## src/rtl/conv_cfg_pkg.sv

```systemverilog
// conv_cfg_pkg: shared FSM state, clog2 and output-geometry helpers for the conv address generators
package conv_cfg_pkg;
  typedef enum logic [1:0] {IDLE, RUN, DONE} state_e;
  function automatic int clog2(input int v);
    int r;
    r = 0;
    for (int x = v - 1; x > 0; x = x >> 1) r++;
    return r;
  endfunction
  function automatic int out_dim(input int in_sz, input int k, input int pad, input int stride);
    return (in_sz + 2 * pad - k) / stride + 1;
  endfunction
  function automatic int kw_pairs(input int kw);
    return (kw + 1) / 2;
  endfunction
endpackage

```

## src/rtl/conv_addr_gen_stream_if.sv

```systemverilog
// conv_addr_gen_stream_if: valid/ready beat carrying a dual-port tap address pair with pad flags
interface conv_addr_gen_stream_if #(parameter int ADDR_W = 11);
  logic addr_valid;
  logic addr_ready;
  logic [ADDR_W-1:0] addra;
  logic [ADDR_W-1:0] addrb;
  logic b_valid;
  logic pad_a;
  logic pad_b;
  logic last;
  modport master (output addr_valid, addra, addrb, b_valid, pad_a, pad_b, last, input addr_ready);
  modport slave (input addr_valid, addra, addrb, b_valid, pad_a, pad_b, last, output addr_ready);
endinterface

```

## src/rtl/conv_loop_nest_cnt.sv

```systemverilog
// conv_loop_nest_cnt: chained wrap counters og>i>j>mg>p>km>kp advancing on adv
module conv_loop_nest_cnt #(
  parameter int W = 8,
  parameter int N_OG = 1,
  parameter int N_OH = 1,
  parameter int N_OW = 1,
  parameter int N_MG = 1,
  parameter int N_PL = 1,
  parameter int N_KH = 1,
  parameter int N_KWP = 1
) (
  input  logic clk,
  input  logic reset,
  input  logic adv,
  output logic [W-1:0] og,
  output logic [W-1:0] i,
  output logic [W-1:0] j,
  output logic [W-1:0] mg,
  output logic [W-1:0] p,
  output logic [W-1:0] km,
  output logic [W-1:0] kp,
  output logic [6:0] wrap,
  output logic last
);
  localparam int LIM [7] = '{N_KWP, N_KH, N_PL, N_MG, N_OW, N_OH, N_OG};
  logic [W-1:0] cnt_q [7];
  logic [W-1:0] cnt_d [7];
  logic [6:0] at_max;
  logic [7:0] full;
  for (genvar g = 0; g < 7; g++) begin : g_lvl
    assign at_max[g] = cnt_q[g] == W'(LIM[g] - 1);
    assign wrap[g] = &at_max[g:0];
  end
  // level n steps when every inner level sits at its final value
  assign full = {wrap, 1'b1};
  always_comb begin
    for (int n = 0; n < 7; n++)
      cnt_d[n] = (adv && full[n]) ? (at_max[n] ? '0 : cnt_q[n] + W'(1)) : cnt_q[n];
  end
  always_ff @(posedge clk or posedge reset) begin
    if (reset) for (int n = 0; n < 7; n++) cnt_q[n] <= '0;
    else for (int n = 0; n < 7; n++) cnt_q[n] <= cnt_d[n];
  end
  assign {og, i, j, mg, p, km, kp} = {cnt_q[6], cnt_q[5], cnt_q[4], cnt_q[3], cnt_q[2], cnt_q[1], cnt_q[0]};
  assign last = wrap[6];
endmodule

```

## src/rtl/conv_addr_gen_stream.sv

```systemverilog
// conv_addr_gen_stream: streams dual-tap input-map read addresses over the full conv loop nest.
// Define CONV_PAD_EN to honour PAD with pad_a/pad_b flags; otherwise PAD is treated as 0.
module conv_addr_gen_stream import conv_cfg_pkg::*; #(
  parameter int ADDR_W = 11,
  parameter int IN_H = 36,
  parameter int IN_W = 36,
  parameter int KH = 5,
  parameter int KW = 5,
  parameter int STRIDE = 1,
  parameter int PAD = 0,
  parameter int PLANES_PER_MEM = 1,
  parameter int MEM_GROUPS = 1,
  parameter int OUT_GROUPS = 1,
  parameter int BASE_ADDR = 0
) (
  input  logic clk,
  input  logic reset,
  input  logic start,
  conv_addr_gen_stream_if.master bus,
  output logic busy,
  output logic done
);
`ifdef CONV_PAD_EN
  localparam int P = PAD;
`else
  localparam int P = 0;
`endif
  localparam int SW = ADDR_W + 2;
  localparam int CW = clog2(IN_H + IN_W + 2 * PAD + KH + KW + PLANES_PER_MEM + MEM_GROUPS + OUT_GROUPS) + 1;
  state_e state_q, state_d;
  logic valid_q, valid_d, bv_q, bv_d, pad_a_q, pad_a_d, pad_b_q, pad_b_d, last_q, last_d;
  logic busy_q, busy_d, done_q, done_d;
  logic [ADDR_W-1:0] addra_q, addra_d, addrb_q, addrb_d, fa, fb;
  logic [CW-1:0] og, i, j, mg, p, km, kp;
  logic [6:0] wrap;
  logic cnt_last, hs, load, pa, pb;
  logic signed [SW-1:0] r, ca, cb, row;
  logic unused;
  conv_loop_nest_cnt #(
    .W(CW), .N_OG(OUT_GROUPS), .N_OH(out_dim(IN_H, KH, P, STRIDE)), .N_OW(out_dim(IN_W, KW, P, STRIDE)),
    .N_MG(MEM_GROUPS), .N_PL(PLANES_PER_MEM), .N_KH(KH), .N_KWP(kw_pairs(KW))
  ) u_cnt (
    .clk(clk), .reset(reset), .adv(load), .og(og), .i(i), .j(j), .mg(mg), .p(p), .km(km), .kp(kp),
    .wrap(wrap), .last(cnt_last)
  );
  assign unused = ^{og, mg, wrap};
  // counters always point at the beat to be loaded next into the output register
  always_comb begin
    hs = valid_q && bus.addr_ready;
    load = (state_q == IDLE && start) || (state_q == RUN && hs && !last_q);
    r = SW'(i) * SW'(STRIDE) + SW'(km) - SW'(P);
    ca = SW'(j) * SW'(STRIDE) + SW'({kp, 1'b0}) - SW'(P);
    cb = ca + SW'(1);
    row = SW'(BASE_ADDR) + SW'(p) * SW'(IN_H * IN_W) + r * SW'(IN_W);
    fa = ADDR_W'(row + ca);
    fb = ADDR_W'(row + cb);
`ifdef CONV_PAD_EN
    pa = (r < 0) || (r >= SW'(IN_H)) || (ca < 0) || (ca >= SW'(IN_W));
    pb = (r < 0) || (r >= SW'(IN_H)) || (cb < 0) || (cb >= SW'(IN_W));
    fa = pa ? ADDR_W'(BASE_ADDR) : fa;
    fb = pb ? ADDR_W'(BASE_ADDR) : fb;
`else
    pa = 1'b0;
    pb = 1'b0;
`endif
    state_d = (state_q == IDLE && start) ? RUN :
              (state_q == RUN && hs && last_q) ? DONE :
              (state_q == DONE) ? IDLE : state_q;
    valid_d = load || (valid_q && !hs);
    last_d = load ? cnt_last : (last_q && !hs);
    addra_d = load ? fa : addra_q;
    addrb_d = load ? fb : addrb_q;
    bv_d = load ? (32'({kp, 1'b0}) + 1 < KW) : bv_q;
    pad_a_d = load ? pa : pad_a_q;
    pad_b_d = load ? pb : pad_b_q;
    busy_d = state_d == RUN;
    done_d = state_d == DONE;
  end
  always_ff @(posedge clk or posedge reset) begin
    if (reset) begin
      state_q <= IDLE;
      {valid_q, bv_q, pad_a_q, pad_b_q, last_q, busy_q, done_q} <= '0;
      addra_q <= '0;
      addrb_q <= '0;
    end else begin
      state_q <= state_d;
      {valid_q, bv_q, pad_a_q, pad_b_q, last_q, busy_q, done_q} <= {valid_d, bv_d, pad_a_d, pad_b_d, last_d, busy_d, done_d};
      addra_q <= addra_d;
      addrb_q <= addrb_d;
    end
  end
  assign bus.addr_valid = valid_q;
  assign bus.addra = addra_q;
  assign bus.addrb = addrb_q;
  assign bus.b_valid = bv_q;
  assign bus.pad_a = pad_a_q;
  assign bus.pad_b = pad_b_q;
  assign bus.last = last_q;
  assign busy = busy_q;
  assign done = done_q;
endmodule

```

## src/flat_wrapper.sv

```systemverilog
// flat-port wrapper written by rule: the top's interface ports become plain ports
module conv_addr_gen_stream_flat import conv_cfg_pkg::*;
#(
  parameter int ADDR_W = 11,
  parameter int IN_H = 36,
  parameter int IN_W = 36,
  parameter int KH = 5,
  parameter int KW = 5,
  parameter int STRIDE = 1,
  parameter int PAD = 0,
  parameter int PLANES_PER_MEM = 1,
  parameter int MEM_GROUPS = 1,
  parameter int OUT_GROUPS = 1,
  parameter int BASE_ADDR = 0
)
  (clk, reset, start, busy, done, bus_addr_valid, bus_addra, bus_addrb, bus_b_valid, bus_pad_a, bus_pad_b, bus_last, bus_addr_ready);
  conv_addr_gen_stream_if #(.ADDR_W(ADDR_W)) bus_i ();
  input  logic clk;
  input  logic reset;
  input  logic start;
  output logic busy;
  output logic done;
  output wire logic [$bits(bus_i.addr_valid)-1:0] bus_addr_valid;
  output wire logic [$bits(bus_i.addra)-1:0] bus_addra;
  output wire logic [$bits(bus_i.addrb)-1:0] bus_addrb;
  output wire logic [$bits(bus_i.b_valid)-1:0] bus_b_valid;
  output wire logic [$bits(bus_i.pad_a)-1:0] bus_pad_a;
  output wire logic [$bits(bus_i.pad_b)-1:0] bus_pad_b;
  output wire logic [$bits(bus_i.last)-1:0] bus_last;
  input wire logic [$bits(bus_i.addr_ready)-1:0] bus_addr_ready;
  assign bus_addr_valid = bus_i.addr_valid;
  assign bus_addra = bus_i.addra;
  assign bus_addrb = bus_i.addrb;
  assign bus_b_valid = bus_i.b_valid;
  assign bus_pad_a = bus_i.pad_a;
  assign bus_pad_b = bus_i.pad_b;
  assign bus_last = bus_i.last;
  assign bus_i.addr_ready = bus_addr_ready;
  conv_addr_gen_stream #(.ADDR_W(ADDR_W), .IN_H(IN_H), .IN_W(IN_W), .KH(KH), .KW(KW), .STRIDE(STRIDE), .PAD(PAD), .PLANES_PER_MEM(PLANES_PER_MEM), .MEM_GROUPS(MEM_GROUPS), .OUT_GROUPS(OUT_GROUPS), .BASE_ADDR(BASE_ADDR)) u_core (.clk(clk), .reset(reset), .start(start), .bus(bus_i), .busy(busy), .done(done));
endmodule
```

## config.mk

```make
export PLATFORM = sky130hd
export DESIGN_NAME = conv_addr_gen_stream_flat
export DESIGN_NICKNAME = d
export VERILOG_FILES = /design/src/rtl/conv_cfg_pkg.sv /design/src/rtl/conv_addr_gen_stream_if.sv /design/src/rtl/conv_loop_nest_cnt.sv /design/src/rtl/conv_addr_gen_stream.sv /design/src/flat_wrapper.sv
export SDC_FILE = /design/constraint.sdc
export NUM_CORES = 1
export LEC_CHECK = 0
export CORE_MARGIN = 2
export CORE_UTILIZATION = 59
export DETAILED_ROUTE_END_ITERATION = 10
export PLACE_DENSITY_LB_ADDON = 0.12
export SYNTH_ARGS = -nofsm -noshare
export SYNTH_HDL_FRONTEND = slang
export SYNTH_SLANG_ARGS = --single-unit
```

## constraint.sdc

```tcl
create_clock -name clk -period 5.46 [get_ports clk]
set_clock_uncertainty 0.2 [all_clocks]
set_input_delay 1.092 -clock clk [delete_from_list [all_inputs] [get_ports clk]]
set_output_delay 1.092 -clock clk [all_outputs]
set_load 0.01 [all_outputs]
```

After elaboration in Yosys (flattened, before gate mapping)

Cells that the tools add are included.

Bits in registers: 85
Input port bits: 4

Add/sub/neg operators: 14
Magnitude comparators: 1
Equality and inequality tests: 8
Reductions and logical operators: 27
Multipliers: 2
Multiplexer cells: 11

Operators with widths:

| operator              | count |
|---|---|
| $add 8x1->8 const B   | 7 |
| $mux 8                | 7 |
| $add 11x11->11        | 3 |
| $lt 32x3->1 const B   | 1 |
| $logic_not 8->1       | 3 |
| $eq 8x5->1 const B    | 2 |
| $logic_and 1x1->1     | 13 |
| $mul 13x4->9 const B  | 1 |
| $add 11x2->11 const B | 1 |
| $add 8x9->10          | 1 |
| $add 9x1->10 const B  | 1 |
| $add 8x8->9           | 1 |
| $eq 8x2->1 const B    | 1 |
| $eq 8x3->1 const B    | 1 |
| $mul 8x7->7 const B   | 1 |
| $reduce_and 7->1      | 1 |
| $mux 2                | 3 |
| $reduce_and 6->1      | 1 |
| $reduce_and 5->1      | 1 |
| $eq 2x1->1 const B    | 2 |
| $eq 2x2->1 const B    | 2 |
| $reduce_and 4->1      | 1 |
| $reduce_and 3->1      | 1 |
| $logic_not 1->1       | 2 |
| other kinds (4)       | 5 |

Longest topological paths before layout

Depth in word-level cells: 6
Gate-level depth with buffers: 21
Gate-level depth less buffers: 21

By module

From an unflattened synthesis, not the netlist that was laid out.

Cell total of the unflattened synthesis: 606
Area, all modules: 5929.4 um^2

By module, submodules not included:

| module               | cells each | area an instance (um^2) | instances |
|---|---|---|---|
| conv_loop_nest_cnt   | 309        | 3288.2                  | 1 |
| conv_addr_gen_stream | 297        | 2641.3                  | 1 |

Worst setup path before layout

Ideal clock, no wire load.

Kind: reg-to-reg
Start: register u_core.u_cnt.cnt_q, in the netlist u_core.u_cnt.i[0]
End: register u_core.addrb_q[10], in the netlist u_core.bus.addrb[10]
Buffers on the path: 0
Setup time: 0.136 ns
Period minus slack after synthesis: 4.544 ns
Data required time: 5.124 ns
Stages on the path, launching flop included: 22
Path slack: 0.916 ns
Arrival time: 4.208 ns
Path through: dfrtp_1 -> ha_1 -> inv_1 -> fa_1 -> nand2b_1 -> nand2b_1 -> a21oi_1 -> xnor2_1 -> ha_1 -> ha_1 -> fa_1 -> xor2_1 -> ha_1 -> o21a_1 -> o31ai_1 -> a21boi_0 -> ha_1 -> a21o_1 -> a21o_1 -> a21oi_1 -> xnor2_1 -> o21ai_0

Longest elaborated chain between the ends: 4

Ends and longest elaborated chain:

| element              | line                       | source |
|---|---|---|
| start, declared      | conv_loop_nest_cnt.sv:26   | `logic [W-1:0] cnt_q [7];` |
| $add 8x8->9          | conv_addr_gen_stream.sv:51 | `r = SW'(i) * SW'(STRIDE) + SW'(km) - SW'(P);` |
| $mul 13x4->9         | conv_addr_gen_stream.sv:54 | `row = SW'(BASE_ADDR) + SW'(p) * SW'(IN_H * IN_W) + r * SW'(IN_W);` |
| $add 11x11->11       | conv_addr_gen_stream.sv:54 |  |
| $add 11x11->11       | conv_addr_gen_stream.sv:56 | `fb = ADDR_W'(row + cb);` |
| end signal, assigned | conv_addr_gen_stream.sv:89 | `addrb_q <= addrb_d;` |
| end, declared        | conv_addr_gen_stream.sv:33 | `logic [ADDR_W-1:0] addra_q, addra_d, addrb_q, addrb_d, fa, fb;` |

Every way passes these cells.
A chain may end at the register's enable or synchronous reset.

Worst setup path in the final report

Start: register u_core.u_cnt.cnt_q, in the netlist u_core.u_cnt.i[0]
End: register u_core.addra_q[10], in the netlist u_core.bus.addra[10]

Longest elaborated chain between the ends: 4

Ends and longest elaborated chain:

| element              | line                       | source |
|---|---|---|
| $add 8x8->9          | conv_addr_gen_stream.sv:51 |  |
| $mul 13x4->9         | conv_addr_gen_stream.sv:54 |  |
| $add 11x11->11       | conv_addr_gen_stream.sv:54 |  |
| $add 11x11->11       | conv_addr_gen_stream.sv:55 | `fa = ADDR_W'(row + ca);` |
| end signal, assigned | conv_addr_gen_stream.sv:88 | `addra_q <= addra_d;` |
| end, declared        | conv_addr_gen_stream.sv:33 |  |

Every way passes these cells.

==> flow_summary.toml <==
[synthesis]
synth_top_area_frac = 0.397
async_flop_share = 1.00
synth_edf_count = 0
ys_seq_area_frac = 0.397
yosysWarnings = 0
synth_commonest_cells = "dfrtp_1 (85), nand2_1 (68), ha_1 (54), xnor2_1 (48), o21ai_0 (44)"
syn-instance-count = 552
ys_top_cells_by_area = "dfrtp_1 (40%), ha_1 (13%), xnor2_1 (7.9%)"
synth-seq-cells = 85
synth.avg_cell_area_sq_um = 9.69
synth_area_sq_um = 5350
ys.flop_type = "dfrtp_1"
synth_cell_types = 49
synth_top_cell_by_area = "dfrtp_1"
yosysMostFrequentCell = "dfrtp_1"

[hold_path]
min_path_type = "reg2reg"
hold_path_depth = 1

[sta]
finalCriticalPeriod_ps = 4960
holdWs_ps = 275
drv_slew = 0
rsz0062_at_grt = "no"
final.period_utilization = 0.908
slew_headroom = 0.495
tns_ps = 0
hold_viol = 0
setup_ws_ps = 505
tightest_slew_ps = 757
finalSetupViolCount = 0
clock.fmax_ghz = 0.202

[floorplanning]
die_h_um = 99.2
dieArea_sq_um = 9850
coreArea_sq_um = 8760
io_pins = 33
die_w_um = 99.2
core.rowCount = 34
start_util = 0.611

[global_route]
grt_antenna_before_repair = 0
grt_max_degree = 48
grt_overflow = 0
grt_pass1_vias = 3953
grt_pass1_wl_um = 18300
grt_usage = 0.230

[clocking]
cts.repair.resized = 0
numCtsBuffers = 9
post_cts_buffers = 0
hold_buffers = 0
cts_buffer_depth = 2
cts-root-buf = "clkbuf_8"
cts_sinks = 85
cts_tree = "done"
cts-htree-levels = 3
clk_pin_slew_ps = 80
clk_latency_ps = 370

[power_and_ir_drop]
ir_drop_mv = 0.152
p_total_mw = 2.32
p_leak_nw = 2.85
powerDensity_nw_per_um2 = 391

[final_layout]
drive_gt1_frac = 0.0492
final_nets = 648
area_growth_syn_to_layout_pct = 11.2
final_area_sq_um = 5950
fin_cells = 697
diodes = 0
fill_cells = 683
final_util = 0.679

[critical_path]
cp.arrival_ps = 4990
worst-path-max-fanout = 6
rr_worst_depth = 21
end_kind = "register"
start_kind = "register"
required_ps = 5490
critPathKind = "reg2reg"

[drt]
routed_via_density = 5.82
drt-total-wl_um = 10800
dr.pass1.iters = 4
vias = 4055
drtIter0Drc = 172
wl_per_cell_um = 15.5
drc = 0
final_antenna_net_count = 0

[placed_design]
portBuffers = 30
place_area_sq_um = 5750
preCtsSetupSlack_ps = 567
dpl.hpwl_um = 8150
dp_cells = 682
routabilityCongestion = 0.919

[job]
drv_cap = 0

[outcome]
outcome = "completed"
-- worst max-delay path, stage by stage, from the launching register on --
cell      delay [ps]
dfrtp_1          450
ha_1             230
inv_1             70
fa_1             390
nand2b_1         180
nand2b_1          80
a21oi_1           70
xnor2_1          210
ha_1             280
ha_1             230
fa_1             420
xor2_1           190
ha_1             340
o21a_1           120
o31ai_1           80
a21boi_0         240
ha_1             330
a21o_1           180
a21o_1           180
a21oi_1          150
xnor2_1          130
o21ai_0           90
-- where the power goes --
| part | internal, mW | leakage (nW) | switching [mW] | total (mW) |
|---|---|---|---|---|
| Clock | 0.213 | 0.0923 | 0.242 | 0.455 |
| Combinational | 0.486 | 1.66 | 0.552 | 1.04 |
| Sequential | 0.736 | 1.10 | 0.0934 | 0.830 |
-- logic make-up after synthesis --
group / share of synthesized area
multiplexers: 0.00631
other: 0.000701
AND/OR/NAND/NOR: 0.170
AO/OA/AOI/OAI: 0.125
flip-flops: 0.397
buffers and inverters: 0.0325
adder cells (fa/ha/maj): 0.145
XOR/XNOR: 0.123
-- cell type report --
type	count	area, sq um	share of cell area
Clock buffer	9	124	0.0208
Multi-Input combinational cell	426	3050	0.513
Sequential cell	85	2130	0.358
Tap cell	108	135	0.0227
Timing Repair Buffer	33	323	0.0543
Inverter	30	114	0.0191
Clock inverter	6	71.3	0.0120
-- state kept, by name, indices dropped and copies added, names as in the netlist --
name                   count
u_core.bus.addra          11
u_core.bus.addrb          11
u_core.u_cnt.i             8
u_core.u_cnt.j             8
u_core.u_cnt.km            8
u_core.u_cnt.kp            8
u_core.u_cnt.mg            8
u_core.u_cnt.og            8
u_core.u_cnt.p             8
u_core.state_q             2
u_core.bus.addr_valid      1
u_core.bus.b_valid         1
u_core.bus.last            1
u_core.busy                1
u_core.done                1
-- metal layers --
| metal | track usage | vias up | wire (um) |
|---|---|---|---|
| met2 | 0.389 | 84 | 5190 |
| met4 | 0.103 | 0 | 321 |
| met3 | 0.0330 | 27 | 372 |
| met1 | 0.295 | 1951 | 4930 |
| met5 | 0 | - | 0 |
| li1 | - | 1993 | - |
-- layout by cell type, fill, tap and decap left out, types with 13 or more instances in the layout --
| cell | n |
|---|---|
| a21o_1 | 13 |
| a21oi_1 | 24 |
| clkdlybuf4s50_1 | 30 |
| dfrtp_1 | 85 |
| ha_1 | 54 |
| inv_1 | 29 |
| nand2_1 | 68 |
| nand3_1 | 17 |
| nand4_1 | 20 |
| nor2_1 | 26 |
| o21ai_0 | 44 |
| xnor2_1 | 48 |
| xor2_1 | 22 |
-- path summary, 6_finish.rpt --
check | to | start | slack [ps]
setup / recovery | u_core.bus.addra[10] | u_core.u_cnt.i[0] | 500
hold / removal | u_core.u_cnt.mg[7] | u_core.u_cnt.mg[7] | 280
setup reg to reg | u_core.bus.addra[10] | u_core.u_cnt.i[0] | 500
hold reg to reg | u_core.u_cnt.mg[7] | u_core.u_cnt.mg[7] | 280
max in group asynchronous | u_core.bus.addra[10] | reset | 3120
min in group asynchronous | u_core.state_q[0] | reset | 950
Power figures use the tool's default switching activity.
